## src/rtl/csr_row_accum_if.sv

```systemverilog
`default_nettype none
// +----------------------------------------------------------------------------+
// | Module     : csr_row_accum_if                                              |
// | Description: Product stream in / row-sum stream out bundle, csr_row_accum. |
// | Revision   : 1.0 - initial release                                         |
// +----------------------------------------------------------------------------+
interface csr_row_accum_if #(
   parameter int WIDTH    = 32,
   parameter int ROW_BITS = 16
) ();
   logic                in_valid;
   logic                in_ready;
   logic [WIDTH-1:0]    in_prod;
   logic                in_last;
   logic                in_empty;
   logic                out_valid;
   logic                out_ready;
   logic [WIDTH-1:0]    out_sum;
   logic [ROW_BITS-1:0] out_row;
   logic                out_ovf;

   modport master (
      output in_valid, in_prod, in_last, in_empty, out_ready,
      input  in_ready, out_valid, out_sum, out_row, out_ovf
   );

   modport slave (
      input  in_valid, in_prod, in_last, in_empty, out_ready,
      output in_ready, out_valid, out_sum, out_row, out_ovf
   );
endinterface
`default_nettype wire

```

## src/rtl/csr_row_accum.sv

```systemverilog
`default_nettype none
// +----------------------------------------------------------------------------+
// | Module     : csr_row_accum                                                 |
// | Description: Accumulates CSR row products into tagged row sums behind a    |
// |              2-entry output buffer. Define CSR_ACC_SAT_EN for saturation.  |
// | Revision   : 1.0 - initial release                                         |
// +----------------------------------------------------------------------------+
module csr_row_accum #(
   parameter int WIDTH    = 32,
   parameter int ROW_BITS = 16
) (
   input  wire                   clk,
   input  wire                   rst_l,
   input  wire                   clear,
   csr_row_accum_if.slave        bus
);

   typedef enum logic [0:0] {
      S_IDLE  = 1'b0,
      S_ACCUM = 1'b1
   } state_t;

   state_t              r_state;
   state_t              w_state_nxt;

   logic [WIDTH-1:0]    r_acc;
   logic                r_ovf;
   logic [ROW_BITS-1:0] r_row_cnt;

   logic [WIDTH-1:0]    r_fifo_sum [2];
   logic [ROW_BITS-1:0] r_fifo_row [2];
   logic                r_fifo_ovf [2];
   logic                r_rd_ptr;
   logic                r_wr_ptr;
   logic [1:0]          r_count;

   logic                w_in_ready;
   logic                w_accept;
   logic                w_pop;
   logic                w_push;
   logic [WIDTH-1:0]    w_push_sum;
   logic                w_push_ovf;
   logic [WIDTH-1:0]    w_acc_nxt;
   logic                w_ovf_nxt;

   logic [WIDTH-1:0]    w_add_raw;
   logic                w_add_ovf;
   logic [WIDTH-1:0]    w_add_sum;

   // Ready depends only on registered occupancy and clear, never on out_ready.
   assign w_in_ready = !clear && (r_count < 2'd2);
   assign w_accept   = bus.in_valid && w_in_ready;
   assign w_pop      = (r_count != 2'd0) && bus.out_ready;

   assign w_add_raw  = r_acc + bus.in_prod;
   assign w_add_ovf  = (r_acc[WIDTH-1] == bus.in_prod[WIDTH-1]) &&
                       (w_add_raw[WIDTH-1] != r_acc[WIDTH-1]);

`ifdef CSR_ACC_SAT_EN
   localparam logic [WIDTH-1:0] C_SAT_MAX = {1'b0, {(WIDTH-1){1'b1}}};
   localparam logic [WIDTH-1:0] C_SAT_MIN = {1'b1, {(WIDTH-1){1'b0}}};

   // Both operands share a sign on overflow, so the accumulator sign picks the rail.
   assign w_add_sum = w_add_ovf ? (r_acc[WIDTH-1] ? C_SAT_MIN : C_SAT_MAX)
                                : w_add_raw;
`else
   assign w_add_sum = w_add_raw;
`endif

   always_ff @(posedge clk or negedge rst_l) begin
      if (!rst_l) begin
         r_state <= S_IDLE;
      end else begin
         r_state <= w_state_nxt;
      end
   end

   always_comb begin
      w_state_nxt = r_state;
      w_push      = 1'b0;
      w_push_sum  = w_add_sum;
      w_push_ovf  = 1'b0;
      w_acc_nxt   = r_acc;
      w_ovf_nxt   = r_ovf;
      case (r_state)
         S_IDLE: begin
            if (w_accept) begin
               if (bus.in_last) begin
                  w_push     = 1'b1;
                  w_push_sum = bus.in_empty ? '0 : bus.in_prod;
               end else begin
                  w_state_nxt = S_ACCUM;
                  w_acc_nxt   = bus.in_prod;
                  w_ovf_nxt   = 1'b0;
               end
            end
         end
         S_ACCUM: begin
            if (w_accept) begin
               if (bus.in_last) begin
                  w_state_nxt = S_IDLE;
                  w_push      = 1'b1;
                  w_push_sum  = w_add_sum;
                  w_push_ovf  = r_ovf | w_add_ovf;
               end else begin
                  w_acc_nxt = w_add_sum;
                  w_ovf_nxt = r_ovf | w_add_ovf;
               end
            end
         end
         default: begin
            w_state_nxt = S_IDLE;
         end
      endcase
      if (clear) begin
         w_state_nxt = S_IDLE;
         w_acc_nxt   = '0;
         w_ovf_nxt   = 1'b0;
         w_push      = 1'b0;
      end
   end

   always_ff @(posedge clk or negedge rst_l) begin
      if (!rst_l) begin
         r_acc     <= '0;
         r_ovf     <= 1'b0;
         r_row_cnt <= '0;
      end else begin
         r_acc <= w_acc_nxt;
         r_ovf <= w_ovf_nxt;
         if (clear) begin
            r_row_cnt <= '0;
         end else if (w_push) begin
            r_row_cnt <= r_row_cnt + 1'b1;
         end
      end
   end

   // Entries are zeroed on clear so the idle head matches the reset view.
   always_ff @(posedge clk or negedge rst_l) begin
      if (!rst_l) begin
         for (int i = 0; i < 2; i++) begin
            r_fifo_sum[i] <= '0;
            r_fifo_row[i] <= '0;
            r_fifo_ovf[i] <= 1'b0;
         end
         r_rd_ptr <= 1'b0;
         r_wr_ptr <= 1'b0;
         r_count  <= 2'd0;
      end else if (clear) begin
         for (int i = 0; i < 2; i++) begin
            r_fifo_sum[i] <= '0;
            r_fifo_row[i] <= '0;
            r_fifo_ovf[i] <= 1'b0;
         end
         r_rd_ptr <= 1'b0;
         r_wr_ptr <= 1'b0;
         r_count  <= 2'd0;
      end else begin
         if (w_push) begin
            r_fifo_sum[r_wr_ptr] <= w_push_sum;
            r_fifo_row[r_wr_ptr] <= r_row_cnt;
            r_fifo_ovf[r_wr_ptr] <= w_push_ovf;
            r_wr_ptr             <= ~r_wr_ptr;
         end
         if (w_pop) begin
            r_rd_ptr <= ~r_rd_ptr;
         end
         case ({w_push, w_pop})
            2'b10:   r_count <= r_count + 2'd1;
            2'b01:   r_count <= r_count - 2'd1;
            default: r_count <= r_count;
         endcase
      end
   end

   assign bus.in_ready  = w_in_ready;
   assign bus.out_valid = (r_count != 2'd0);
   assign bus.out_sum   = r_fifo_sum[r_rd_ptr];
   assign bus.out_row   = r_fifo_row[r_rd_ptr];
   assign bus.out_ovf   = r_fifo_ovf[r_rd_ptr];

endmodule
`default_nettype wire
```

## src/flat_wrapper.sv

```systemverilog
// flat-port wrapper written by rule: the top's interface ports become plain ports
module csr_row_accum_flat 
#(
   parameter int WIDTH    = 32,
   parameter int ROW_BITS = 16
)
  (clk, rst_l, clear, bus_in_valid, bus_in_prod, bus_in_last, bus_in_empty, bus_out_ready, bus_in_ready, bus_out_valid, bus_out_sum, bus_out_row, bus_out_ovf);
  csr_row_accum_if #(.WIDTH(WIDTH), .ROW_BITS(ROW_BITS)) bus_i ();
  input  wire clk;
  input  wire rst_l;
  input  wire clear;
  input wire logic [$bits(bus_i.in_valid)-1:0] bus_in_valid;
  input wire logic [$bits(bus_i.in_prod)-1:0] bus_in_prod;
  input wire logic [$bits(bus_i.in_last)-1:0] bus_in_last;
  input wire logic [$bits(bus_i.in_empty)-1:0] bus_in_empty;
  input wire logic [$bits(bus_i.out_ready)-1:0] bus_out_ready;
  output wire logic [$bits(bus_i.in_ready)-1:0] bus_in_ready;
  output wire logic [$bits(bus_i.out_valid)-1:0] bus_out_valid;
  output wire logic [$bits(bus_i.out_sum)-1:0] bus_out_sum;
  output wire logic [$bits(bus_i.out_row)-1:0] bus_out_row;
  output wire logic [$bits(bus_i.out_ovf)-1:0] bus_out_ovf;
  assign bus_i.in_valid = bus_in_valid;
  assign bus_i.in_prod = bus_in_prod;
  assign bus_i.in_last = bus_in_last;
  assign bus_i.in_empty = bus_in_empty;
  assign bus_i.out_ready = bus_out_ready;
  assign bus_in_ready = bus_i.in_ready;
  assign bus_out_valid = bus_i.out_valid;
  assign bus_out_sum = bus_i.out_sum;
  assign bus_out_row = bus_i.out_row;
  assign bus_out_ovf = bus_i.out_ovf;
  csr_row_accum #(.WIDTH(WIDTH), .ROW_BITS(ROW_BITS)) u_core (.clk(clk), .rst_l(rst_l), .clear(clear), .bus(bus_i));
endmodule
```

## config.mk

```make
export PLATFORM = sky130hd
export DESIGN_NAME = csr_row_accum_flat
export DESIGN_NICKNAME = d
export VERILOG_FILES = /design/src/rtl/csr_row_accum_if.sv /design/src/rtl/csr_row_accum.sv /design/src/flat_wrapper.sv
export SDC_FILE = /design/constraint.sdc
export NUM_CORES = 1
export LEC_CHECK = 0
export BUFFER_PORTS_ARGS = -buffer_cell sky130_fd_sc_hd__buf_4
export CAP_MARGIN = 20
export CELL_PAD_IN_SITES_DETAIL_PLACEMENT = 0
export CELL_PAD_IN_SITES_GLOBAL_PLACEMENT = 1
export CORE_ASPECT_RATIO = 0.7
export CORE_MARGIN = 2
export CORE_UTILIZATION = 45
export DETAILED_ROUTE_END_ITERATION = 12
export GPL_ROUTABILITY_DRIVEN = 0
export PLACE_DENSITY_LB_ADDON = 0.1
export SETUP_SLACK_MARGIN = 0.3
export SYNTH_ARGS = -nofsm -noshare
export SYNTH_HDL_FRONTEND = slang
export SYNTH_SLANG_ARGS = --single-unit
export TNS_END_PERCENT = 1
```

## constraint.sdc

```tcl
create_clock -name clk -period 3.2 [get_ports clk]
set_input_delay 0.16 -clock clk [delete_from_list [all_inputs] [get_ports clk]]
set_output_delay 0.16 -clock clk [all_outputs]
set_load 0.02 [all_outputs]
```

# ---- Word-level counts from Yosys, hierarchy flattened
# Cells that the tools add are included.
dict set report classes {
  magnitude_cmp 4
  reduce_logical 11
  eq_ne 8
  addsub 4
  n_mux 59
  bitwise_logic 6
}
# op count
set ops {}
lappend ops {{two-way mux 32 bit} 14}
lappend ops {{two-way mux 64 bit} 2}
lappend ops {{case mux 32 bit (2 select lines)} 2}
lappend ops {{two-way mux 16 bit} 6}
lappend ops {{bitwise mux 64 bit} 1}
lappend ops {{adder 32 bit} 1}
lappend ops {{bitwise mux 32 bit} 1}
lappend ops {{demux 32 bit (select 1 bit)} 1}
lappend ops {{two-way mux 1 bit} 23}
lappend ops {{adder 16 x 1 -> 16 bit, second input constant} 1}
lappend ops {{demux 16 bit (select 1 bit)} 1}
lappend ops {{inequality test 3 bit, second input constant} 3}
lappend ops {{two-way mux 2 bit} 3}
lappend ops {{nonzero test 2 bit} 3}
lappend ops {{logical AND 1 bit} 5}
lappend ops {{>= comparator 2 bit, second input constant} 2}
lappend ops {{NOT 1 -> 2 bit} 2}
lappend ops {{case mux 1 bit (2 select lines)} 2}
lappend ops {{case mux 2 bit (2 select lines)} 1}
lappend ops {{AND reduction 4 bit} 1}
lappend ops {{inequality test 3 x 2 -> 1 bit, second input constant} 1}
lappend ops {{NOT 1 bit} 3}
lappend ops {{nonzero test 3 bit} 1}
lappend ops {{adder 2 x 1 -> 2 bit, second input constant} 1}
lappend ops {{11 further kinds} 11}
dict set report word_totals {
  output_inout_bits 51
  in_bits 39
  elab_cells 105
  ff_bits 152
}

# ---- Longest topological paths before layout
# Gate-level depths: netlist of the first run.
dict set report depth {
  ltp_word 10
  mapped_depth 11
  mapped_depth_nobuf 11
}

# ---- Worst setup path after synthesis of the first run
# No wires, ideal clock.
dict set report synth_timing {
  path_type {flip-flop to flip-flop}
  startpoint {register u_core.r_acc[0]}
  endpoint {register u_core.r_acc[24]}
  t_required_ns 3.071
  setup_slack_ns 0.490
  n_path_buf 0
  setup_time_ns 0.129
  path_stages_with_launch 12
  arrival_time_ns 2.581
  period_less_slack_ns 2.710
  cell_sequence {dfrtp_1 ha_1 fa_1 a21oi_1 o21ai_1 and4_1 o2111ai_2 a21boi_1 o211a_1 or3_1 a31oi_1 o21ai_1}
}
dict set report synth_between {
  elab_chain_cells 5
}
# element line
set synth_rtl {}
lappend synth_rtl {{start, declared} csr_row_accum.sv:26} ;# logic [WIDTH-1:0] r_acc;
lappend synth_rtl {{start signal, assigned} csr_row_accum.sv:129} ;# r_acc <= w_acc_nxt;
lappend synth_rtl {{adder 32 bit} csr_row_accum.sv:55} ;# assign w_add_raw = r_acc + bus.in_prod;
lappend synth_rtl {{two-way mux 32 bit} csr_row_accum.sv:100} ;# if (bus.in_last) begin
lappend synth_rtl {{two-way mux 32 bit} csr_row_accum.sv:99} ;# if (w_accept) begin
lappend synth_rtl {{case mux 32 bit (2 select lines)} csr_row_accum.sv:85} ;# case (r_state)
lappend synth_rtl {{two-way mux 32 bit} csr_row_accum.sv:115} ;# if (clear) begin
# Every way passes these cells. The select of a mux whose other input is x is not followed.
# A chain may end at the register's enable or synchronous reset.

# ---- Worst setup path after layout of the first run
dict set report layout_timing {
  startpoint {register u_core.r_acc[1]}
  endpoint {register u_core.r_fifo_sum[63] (netlist bit)}
}
dict set report layout_between {
  elab_chain_cells 7
}
# element line
set layout_rtl {}
lappend layout_rtl {{adder 32 bit (*)} csr_row_accum.sv:55}
lappend layout_rtl {{two-way mux 32 bit} csr_row_accum.sv:88} ;# if (bus.in_last) begin
lappend layout_rtl {{two-way mux 32 bit} csr_row_accum.sv:87} ;# if (w_accept) begin
lappend layout_rtl {{case mux 32 bit (2 select lines) (*)} csr_row_accum.sv:85}
lappend layout_rtl {{bitwise mux 64 bit (*)} csr_row_accum.sv:161} ;# r_fifo_sum[r_wr_ptr] <= w_push_sum;
lappend layout_rtl {{two-way mux 64 bit (*)} csr_row_accum.sv:160} ;# if (w_push) begin
lappend layout_rtl {{two-way mux 64 bit (*)} csr_row_accum.sv:150} ;# end else if (clear) begin
lappend layout_rtl {{end signal, assigned by index} csr_row_accum.sv:161}
lappend layout_rtl {{end, declared} csr_row_accum.sv:30} ;# logic [WIDTH-1:0] r_fifo_sum [2];
# Every way passes the cells marked *; elsewhere a longest branch is shown, timed or not. The select of a mux whose other input is x is not followed.

==> results of run 1 <==
## layer usage
| layer | vias up | wire length [um] |
|---|---|---|
| li1 | 3698 | - |
| met1 | 3700 | 13600 |
| met2 | 162 | 10600 |
| met3 | 13 | 1030 |
| met4 | 0 | 159 |
| met5 | - | 0 |
## final cells by class
| class | instances | share of cell area, % |
|---|---|---|
| Clock buffer | 22 | 4.37 |
| Inverter | 11 | 0.400 |
| Clock inverter | 10 | 1.12 |
| Timing Repair Buffer | 114 | 8.77 |
| Tap cell | 270 | 3.18 |
| Sequential cell | 152 | 35.8 |
| Multi-Input combinational cell | 766 | 46.4 |
## worst paths after layout
path / slack, ns / endpoint / start / cells after the start
setup / recovery: 0.35 / u_core.r_fifo_sum[63] / u_core.r_acc[1] / 10
max in group asynchronous: 2.05 / u_core.r_fifo_sum[27] / rst_l / 3
hold reg to reg: 0.50 / u_core.r_fifo_sum[37] / u_core.r_fifo_sum[37] / 2
setup reg to reg: 0.35 / u_core.r_fifo_sum[63] / u_core.r_acc[1] / 10
hold / removal: 0.03 / u_core.r_fifo_sum[28] / bus_in_prod[28] / 3
min in group asynchronous: 0.28 / u_core.r_acc[8] / rst_l / 2
## worst max-delay path: stages, from the launching register on
cell and delay, ns:
dfrtp_1 0.43, ha_1 0.32, a211oi_1 0.32, o211ai_1 0.17, and4bb_2 0.30, o2111ai_4 0.25, a21oi_2 0.12, o221ai_4 0.21
mux2i_1 0.25, mux2i_1 0.26, a21o_1 0.15
## timing repair
item	in CTS	in global routing
hold buffers	4	0
endpoints found under the setup margin	8	28
pin swaps	2	3
setup buffers	0	1
hold endpoints to repair	61	0
resized for setup	4	9
## flip-flops by register name, indices dropped and copies added (netlist names)
name               count
u_core.r_state         1
u_core.r_wr_ptr        1
u_core.r_fifo_ovf      2
u_core.r_fifo_row     32
u_core.r_count         2
u_core.r_ovf           1
u_core.r_acc          32
u_core.r_rd_ptr        1
u_core.r_row_cnt      16
u_core.r_fifo_sum     64
## layout by cell type, fill, tap and decap left out, drive strengths merged, types with 28 or more instances in the layout
cell | netlist | routed
dfrtp | 152 | 152
nand2 | 145 | 145
o21ai | 137 | 137
buf | 18 | 110
nand3 | 76 | 76
a21oi | 58 | 58
mux2 | 48 | 48
nor2 | 35 | 35
and3 | 33 | 33
ha | 32 | 32
a21o | 28 | 28
mux2i | 28 | 28
## stage by stage
| step | instances | worst slack, ns | hold WS [ns] |
|---|---|---|---|
| after global placement | 1308 | 0.258 | 0.171 |
| after CTS | 1344 | 0.319 | 0.00507 |
| after floorplan | 997 | 0.490 | -0.136 |
| final | 1345 | 0.353 | 0.0314 |
| after detailed placement | 1308 | 0.211 | 0.174 |
| after global routing | 1345 | 0.204 | 0.0204 |
## Yosys cell counts (2+ instances only)
cell	number
clkbuf_2	2
nand3_1	76
and3_1	29
dfrtp_1	152
and2_2	2
a21oi_1	57
xor2_1	16
buf_4	2
o21ai_1	5
a21o_1	28
nor2_1	34
a211oi_1	5
buf_1	13
nand4_1	4
nand2b_1	4
inv_1	11
o21bai_1	4
nor2b_1	4
xnor2_1	25
clkbuf_1	44
a22oi_1	3
clkbuf_8	3
buf_2	2
or3_1	6
o21a_1	5
and3_2	4
mux2_2	48
o21ai_0	132
a31oi_1	23
ha_1	32
o211ai_1	6
or2b_2	2
nor3b_1	5
mux2i_1	28
and2_1	2
nand2_1	145
nor3_1	6
nand3b_1	2
## power breakdown
| group | leakage [nW] | internal [mW] | switching, mW |
|---|---|---|---|
| clock | 0.277 | 1.19 | 0.840 |
| combinational | 2.64 | 0.387 | 0.587 |
| sequential | 2.09 | 2.00 | 0.0606 |
| total | 5.00 | 3.58 | 1.49 |
## cell families after synthesis
family	Yosys count	share of synthesized area [%]
AND/OR/NAND/NOR	331	17.3
AO/OA/AOI/OAI	285	18.9
buffers and inverters	79	3.91
adder cells (fa/ha/maj)	33	4.66
XOR/XNOR	41	3.98
flip-flops	152	42.2
multiplexers	76	9.10
==> flow_metrics.env, run 1 <==
export IMPL_register_area_um2=3810
export IMPL_die_w_um=173
export IMPL_hp_class="in2reg"
export IMPL_grt_use_met2_pct=34.7
export IMPL_fmax_mhz=351
export IMPL_htree_levels=4
export IMPL_power_density_nw_per_um2=476
export IMPL_finish_instance_area_um2=10600
export IMPL_ir_drop_v=0.000367
export IMPL_rsz0062_at_grt="yes"
export IMPL_cts_sink_count=152
export IMPL_drt_wl_total_um=25400
export IMPL_relSlewSlack_pct=36.3
export IMPL_vias_per_cell=5.63
export IMPL_die_height_um=122
export IMPL_ys_seq_elements=152
export IMPL_slew_viol_final=0
export IMPL_ys_warn_count=0
export IMPL_clk_pin_slew_worst_paths_ns=0.07
export IMPL_hold_viol=0
export IMPL_grt_max_degree=64
export IMPL_ys_seq_area_share_pct=42.2
export IMPL_grt_pass1_vias=6905
export IMPL_numPortBuffers=89
export IMPL_synth_edf_count=0
export IMPL_status="completed"
export IMPL_cp_end_kind="register"
export IMPL_setup_violations=0
export IMPL_via_count=7573
export IMPL_dp_hpwl_um=17200
export IMPL_synth_area_per_cell_um2=9.05
export IMPL_grt_pass1_wl_um=39800
export IMPL_synth_cell_types=64
export IMPL_grt_met1_usage_pct=38.3
export IMPL_cts_root_buffer_cell="clkbuf_16"
export IMPL_initial_core_util_pct=45.7
export IMPL_antenna_cells=0
export IMPL_drtAntennaViolNets=0
export IMPL_fin_skew_ns=0.0131
export IMPL_crit_path_start_kind="register"
export IMPL_cts_buffers=17
export IMPL_cp_max_fo=4
export IMPL_grt_util_met3_pct=4.28
export IMPL_pin_count=90
export IMPL_final_fill_count=1874
export IMPL_critPathArrivalTime_ns=3.21
export IMPL_synth_fp_nets=1069
export IMPL_synth_top_area_share_pct=42.2
export IMPL_core_area_um2=19700
export IMPL_placed_area_um2=9940
export IMPL_path_class="reg2reg"
export IMPL_ys_flop_type="dfrtp_1"
export IMPL_synthArstFlopShare_pct=100
export IMPL_setup_tns_ns=0
export IMPL_multiInputGateArea_um2=4930
export IMPL_synth_top_area_cell="dfrtp_1"
export IMPL_insertion_delay_ns=0.43
export IMPL_grtUsageTotal_pct=24.2
export IMPL_globalRouteOverflowTotal=0
export IMPL_rows=43
export IMPL_first_pass_iters=5
export IMPL_tightest_slew_ns=0.952
export IMPL_total_power_mw=5.06
export IMPL_syn_inst=997
export IMPL_fin_crit_sh_pct=89.0
export IMPL_nets=1134
export IMPL_synthToLayoutAreaGrowth_pct=17.8
export IMPL_finish_utilization_pct=53.8
export IMPL_drc_errors=0
export IMPL_required_ns=3.57
export IMPL_wl_per_cell_um=18.9
export IMPL_cts_buffer_depth=2
export IMPL_p_leak_nw=5.00
export IMPL_drive_gt1_share_pct=20.6
export IMPL_netlist_area_um2=9020
export IMPL_synthTopCellsByArea="dfrtp_1 42%, o21ai_0 7.3%, nand2_1 6.0%"
export IMPL_cts_tree="done"
export IMPL_min_period_ns=2.85
export IMPL_drt_iter0_markers=736
export IMPL_max_cap_violations=0
export IMPL_dieArea_um2=21200
export IMPL_busiest_layer="met1"
export IMPL_antenna_found_initial=0
(Power assumes the default switching activity.)
==> run 2, diff against run 1 <==
- RECOVER_POWER: default -> 100
==> flow_metrics.env, run 2 (synthesized netlist as in run 1, its figures left out) <==
export IMPL_status="finished with violations"
export IMPL_violations="capacitance limit"
export IMPL_r2r_slack_ns=0.24
export IMPL_first_pass_iters=5
export IMPL_fin_crit_sh_pct=92.5
export IMPL_cp_end_kind="register"
export IMPL_grtUsageTotal_pct=24.2
export IMPL_core_area_um2=19700
export IMPL_grt_pass1_wl_um=39800
export IMPL_die_height_um=122
export IMPL_antenna_cells=0
export IMPL_hp_class="in2reg"
export IMPL_cts_tree="done"
export IMPL_p_leak_nw=4.85
export IMPL_crit_path_top_delay_cell="dfrtp_1"
export IMPL_grt_max_degree=64
export IMPL_cts_root_buffer_cell="clkbuf_16"
export IMPL_required_ns=3.54
export IMPL_cts_sink_count=152
export IMPL_cts_buffers=17
export IMPL_power_density_nw_per_um2=482
export IMPL_vias_per_cell=5.66
export IMPL_nets=1134
export IMPL_path_class="reg2reg"
export IMPL_finish_instance_area_um2=10400
export IMPL_min_delay_start="bus_in_prod[28]"
export IMPL_ir_drop_v=0.000377
export IMPL_dieArea_um2=21200
export IMPL_dp_hpwl_um=17200
export IMPL_drtAntennaViolNets=0
export IMPL_worst_r2r_path_depth=10
export IMPL_htree_levels=4
export IMPL_via_count=7615
export IMPL_hold_viol=0
export IMPL_holdPathEnd="u_core.r_fifo_sum[60]"
export IMPL_numPortBuffers=89
export IMPL_drive_gt1_share_pct=15.4
export IMPL_cp_slowest_stage_delay_ns=0.42
export IMPL_holdPathStages=3
export IMPL_setup_violations=0
export IMPL_critPathArrivalTime_ns=3.30
export IMPL_timing_rr_start="u_core.r_acc[1]"
export IMPL_slew_viol_final=0
export IMPL_top_register="u_core.r_fifo_sum"
export IMPL_largest_register_ffs=64
export IMPL_min_period_ns=2.96
export IMPL_initial_core_util_pct=45.7
export IMPL_total_power_mw=5.02
export IMPL_relSlewSlack_pct=0.121
export IMPL_reg_largest_list="u_core.r_fifo_sum x64, u_core.r_acc x32, u_core.r_fifo_row x32"
export IMPL_fmax_mhz=338
export IMPL_setup_tns_ns=0
export IMPL_worstPathCellList="ha_1, a211oi_1, o211ai_1, and4bb_1, o2111ai_4, a31oi_1, a221oi_1, xnor2_1, mux2i_1, o21ai_0"
export IMPL_grt_pass1_vias=6905
export IMPL_drt_iter0_markers=734
export IMPL_wl_per_cell_um=18.8
export IMPL_globalRouteOverflowTotal=0
export IMPL_insertion_delay_ns=0.43
export IMPL_drc_errors=0
export IMPL_clk_pin_slew_worst_paths_ns=0.07
export IMPL_crit_path_start_kind="register"
export IMPL_rsz0062_at_grt="yes"
export IMPL_final_cell_mix="151 x dfrtp_1, 145 x nand2_1, 132 x o21ai_0"
export IMPL_final_fill_count=1924
export IMPL_max_cap_violations=1
export IMPL_antenna_found_initial=0
export IMPL_r2r_end="u_core.r_acc[29]"
export IMPL_tightest_slew_ns=1.50
export IMPL_multiInputGateArea_um2=4900
export IMPL_placed_area_um2=9940
export IMPL_cp_max_fo=3
export IMPL_register_area_um2=3800
export IMPL_fin_skew_ns=0.0162
export IMPL_drt_wl_total_um=25300
export IMPL_pin_count=90
export IMPL_rows=43
export IMPL_die_w_um=173
export IMPL_cts_buffer_depth=2
export IMPL_final_common_cell="dfrtp_1"
export IMPL_synthToLayoutAreaGrowth_pct=15.2
## run 2: changes by cell type in the layout (fill, tap and decap cells not counted), moves of 3 or more
cell	previous run	this run
clkbuf_1	3	38
buf_12	5	2
buf_4	104	59
clkbuf_2	0	13
mux2_2	48	36
mux2_1	0	12
## run 2: worst max-delay path: cells and delay by family (launching register included)
kind,cells,cell delay (ns)
compound gates,6,1.50
xor+xnor,1,0.21
fa+ha+maj,1,0.32
flops,1,0.42
mux,1,0.12
simple gates,1,0.29
## run 2: cell type report
cell class,count,area share [%]
clock inverter,10,1.14
sequential,152,36.6
tap,270,3.25
timing repair buffer,114,6.99
clock buffer,22,4.47
inverter,11,0.409
multi-input combinational,766,47.1
## run 2: through the flow
stage	instances	worst slack, ns	utilization (%)	hold slack (ns)
finish	1345	0.241	52.6	0.0385
global route	1345	0.105	52.6	0.0204
CTS	1344	0.319	53.6	0.00507
detailed placement	1308	0.211	50.4	0.174
global placement	1308	0.258	50.4	0.171
floorplan	997	0.490	-	-0.136
## run 2: timing repair
item,4_1_cts,5_1_grt
buffers inserted,0,1
hold endpoints to repair,61,0
setup endpoints to repair,8,28
pin swaps,2,3
hold buffers,4,0
resized for setup,4,9
## run 2: report_power, final
| part | total (mW) | switching, mW | leakage, nW | internal (mW) |
|---|---|---|---|---|
| combinational | 0.935 | 0.582 | 2.48 | 0.353 |
| sequential | 2.06 | 0.0603 | 2.09 | 2.00 |
| clock | 2.02 | 0.831 | 0.277 | 1.19 |
## run 2: worst max-delay path by stage
stage | start | endpoint | cells past startpoint
finish | u_core.r_acc[1] | u_core.r_acc[29] | 10
global placement | u_core.r_acc[0] | u_core.r_fifo_sum[52] | 11
floorplan | u_core.r_acc[0] | u_core.r_acc[24] | 11
CTS | u_core.r_acc[8] | u_core.r_fifo_sum[31] | 10
global route | u_core.r_acc[11] | u_core.r_acc[29] | 10
detailed placement | u_core.r_acc[0] | u_core.r_fifo_sum[52] | 11
## run 2: layer usage
metal  wire, um  share of wire, %  track usage (%)
met1      13400                53             38.3
met2      10600                42             34.7
met3       1100               4.4             4.28
met4        123              0.49             4.18
met5          0                 0                0
==> run 3, diff against run 2 <==
- CTS_BUF_LIST: default -> sky130_fd_sc_hd__clkbuf_8
==> flow_metrics.env, run 3 (synthesized netlist as in run 1, its figures left out) <==
export IMPL_status="completed"
export IMPL_combPwrFrac_pct=21.0
export IMPL_nets=1142
export IMPL_insertion_delay_ns=0.46
export IMPL_pwr_share_clk_pct=33.3
export IMPL_required_ns=3.57
export IMPL_holdPathEnd="u_core.r_acc[13]"
export IMPL_top_register="u_core.r_fifo_sum"
export IMPL_wl_met1_um=13100
export IMPL_drt_iter0_markers=695
export IMPL_timing_rr_start="u_core.r_acc[0]"
export IMPL_setup_tns_ns=0
export IMPL_die_w_um=173
export IMPL_dp_hpwl_um=17200
export IMPL_final_common_cell="dfrtp_1"
export IMPL_setup_violations=0
export IMPL_fin_crit_sh_pct=93.5
export IMPL_fin_skew_ns=0.0115
export IMPL_core_area_um2=19700
export IMPL_final_fill_count=1946
export IMPL_synthToLayoutAreaGrowth_pct=14.0
export IMPL_min_period_ns=2.99
export IMPL_drc_errors=0
export IMPL_crit_path_top_delay_cell="fa_2"
export IMPL_cts_buffer_depth=2
export IMPL_slew_viol_final=0
export IMPL_r2r_end="u_core.r_fifo_sum[30]"
export IMPL_final_cell_mix="151 x dfrtp_1, 145 x nand2_1, 132 x o21ai_0"
export IMPL_die_height_um=122
export IMPL_largest_register_ffs=64
export IMPL_r2r_slack_ns=0.21
export IMPL_via_count=7600
export IMPL_drive_gt1_share_pct=16.3
export IMPL_wl_met2_um=10500
export IMPL_swShare_pct=31.4
export IMPL_grtUsageTotal_pct=24.1
export IMPL_worst_r2r_path_depth=11
export IMPL_drt_wl_total_um=25200
export IMPL_ir_drop_v=0.000244
export IMPL_clk_pin_slew_worst_paths_ns=0.09
export IMPL_seq_power_share_pct=45.7
export IMPL_fmax_mhz=334
export IMPL_vias_per_cell=5.62
export IMPL_reg_largest_list="u_core.r_fifo_sum x64, u_core.r_acc x32, u_core.r_fifo_row x32"
export IMPL_total_power_mw=4.49
export IMPL_path_buf_inv=0
export IMPL_initial_core_util_pct=45.7
export IMPL_max_cap_violations=0
export IMPL_cp_slowest_stage_delay_ns=0.44
export IMPL_cts_tree="done"
export IMPL_globalRouteOverflowTotal=0
export IMPL_met3_wirelength_um=1430
export IMPL_pin_count=90
export IMPL_tightest_slew_ns=1.48
export IMPL_cp_end_kind="register"
export IMPL_crit_path_start_kind="register"
export IMPL_cts_sink_count=152
export IMPL_holdPathStages=3
export IMPL_power_density_nw_per_um2=436
export IMPL_numPortBuffers=89
export IMPL_worstPathCellList="ha_1, fa_2, a21oi_2, o21ai_1, and4_1, o2111ai_4, o31ai_2, a211oi_1, xnor2_1, nand2_1, a31oi_1"
export IMPL_p_sw_mw=1.41
export IMPL_cts_root_buffer_cell="clkbuf_8"
export IMPL_cell_internal_pwr_mw=3.08
export IMPL_first_pass_iters=5
export IMPL_grt_pass1_wl_um=39800
export IMPL_hold_viol=0
export IMPL_antenna_found_initial=0
export IMPL_path_class="reg2reg"
export IMPL_relSlewSlack_pct=1.26
export IMPL_antenna_cells=0
export IMPL_cts_buffers=17
export IMPL_min_delay_start="bus_in_prod[13]"
export IMPL_rows=43
export IMPL_wl_per_cell_um=18.7
export IMPL_grt_max_degree=64
export IMPL_p_leak_nw=4.84
export IMPL_routed_top_layer="met4"
export IMPL_grt_pass1_vias=6906
export IMPL_cp_top_family="compound AO/OA/AOI/OAI gates"
export IMPL_critPathArrivalTime_ns=3.36
export IMPL_cp_max_fo=3
export IMPL_hp_class="in2reg"
export IMPL_htree_levels=4
export IMPL_rsz0062_at_grt="yes"
export IMPL_multiInputGateArea_um2=4890
export IMPL_register_area_um2=3800
export IMPL_dieArea_um2=21200
export IMPL_drtAntennaViolNets=0
[run 3: changes by cell type in the layout (fill, tap and decap cells not counted), moves of 3 or more]
cell | previous run | this run
clkbuf_16 | 17 | 0
clkbuf_8 | 2 | 19
dlygate4sd3_1 | 4 | 12
clkbuf_1 | 38 | 24
inv_1 | 10 | 13
clkbuf_2 | 13 | 24
[run 3: timing repair]
item / in CTS / in global routing
hold endpoints to repair: 71 / 0
pin swaps: 2 / 3
buffers inserted: 0 / 1
gates resized for setup: 4 / 7
endpoints found under the setup margin: 8 / 31
gates cloned: 0 / 0
hold buffers: 12 / 0
[run 3: worst max-delay path by stage]
stage / start / endpoint / slack [ns] / cells past startpoint
floorplan: u_core.r_acc[0] / u_core.r_acc[24] / 0.49 / 11
global placement: u_core.r_acc[0] / u_core.r_fifo_sum[52] / 0.26 / 11
detailed placement: u_core.r_acc[0] / u_core.r_fifo_sum[52] / 0.21 / 11
CTS: u_core.r_acc[8] / u_core.r_fifo_sum[31] / 0.31 / 10
global route: u_core.r_acc[0] / u_core.r_fifo_sum[30] / 0.09 / 11
finish: u_core.r_acc[0] / u_core.r_fifo_sum[30] / 0.21 / 11
[run 3: worst reg2reg max path, stage by stage (launching register included)]
cell and delay, ns:
dfrtp_1 0.38, ha_1 0.26, fa_2 0.44, a21oi_2 0.13
o21ai_1 0.08, and4_1 0.26, o2111ai_4 0.29, o31ai_2 0.17
a211oi_1 0.27, xnor2_1 0.18, nand2_1 0.17, a31oi_1 0.27
[run 3: metal layers]
layer | vias up | GRT usage (%)
met5 | - | 0
met3 | 10 | 4.21
met2 | 198 | 34.7
met4 | 0 | 4.03
met1 | 3688 | 38.0
li1 | 3704 | -
[run 3: through the flow]
stage          setup slack [ns]  instances  cell area, um2  hold WS, ns  util [%]
6_report                  0.208       1353           10300       0.0215      52.1
4_1_cts                   0.310       1352           10500      0.00122      53.1
5_1_grt                  0.0863       1353           10300      0.00947      52.1
3_3_place_gp              0.258       1308            9940        0.171      50.4
3_5_place_dp              0.211       1308            9940        0.174      50.4
2_1_floorplan             0.490        997            9020       -0.136         -
[run 3: final cells by class]
cell class | instances | share of cell area (%)
timing repair buffer | 122 | 7.98
multi-input combinational | 766 | 47.5
inverter | 11 | 0.414
clock inverter | 13 | 1.27
clock buffer | 19 | 2.54
tap | 270 | 3.28
sequential | 152 | 37.0
[run 3: power groups by stage]
stage | Combinational, mW | Clock, mW | Sequential (mW)
finish | 0.941 | 1.49 | 2.05
global route | 1.04 | 1.61 | 2.06
CTS | 0.975 | 1.54 | 2.05
detailed placement | 0.954 | 0 | 2.09
global placement | 0.956 | 0 | 2.09
floorplan | 0.641 | 0 | 2.06
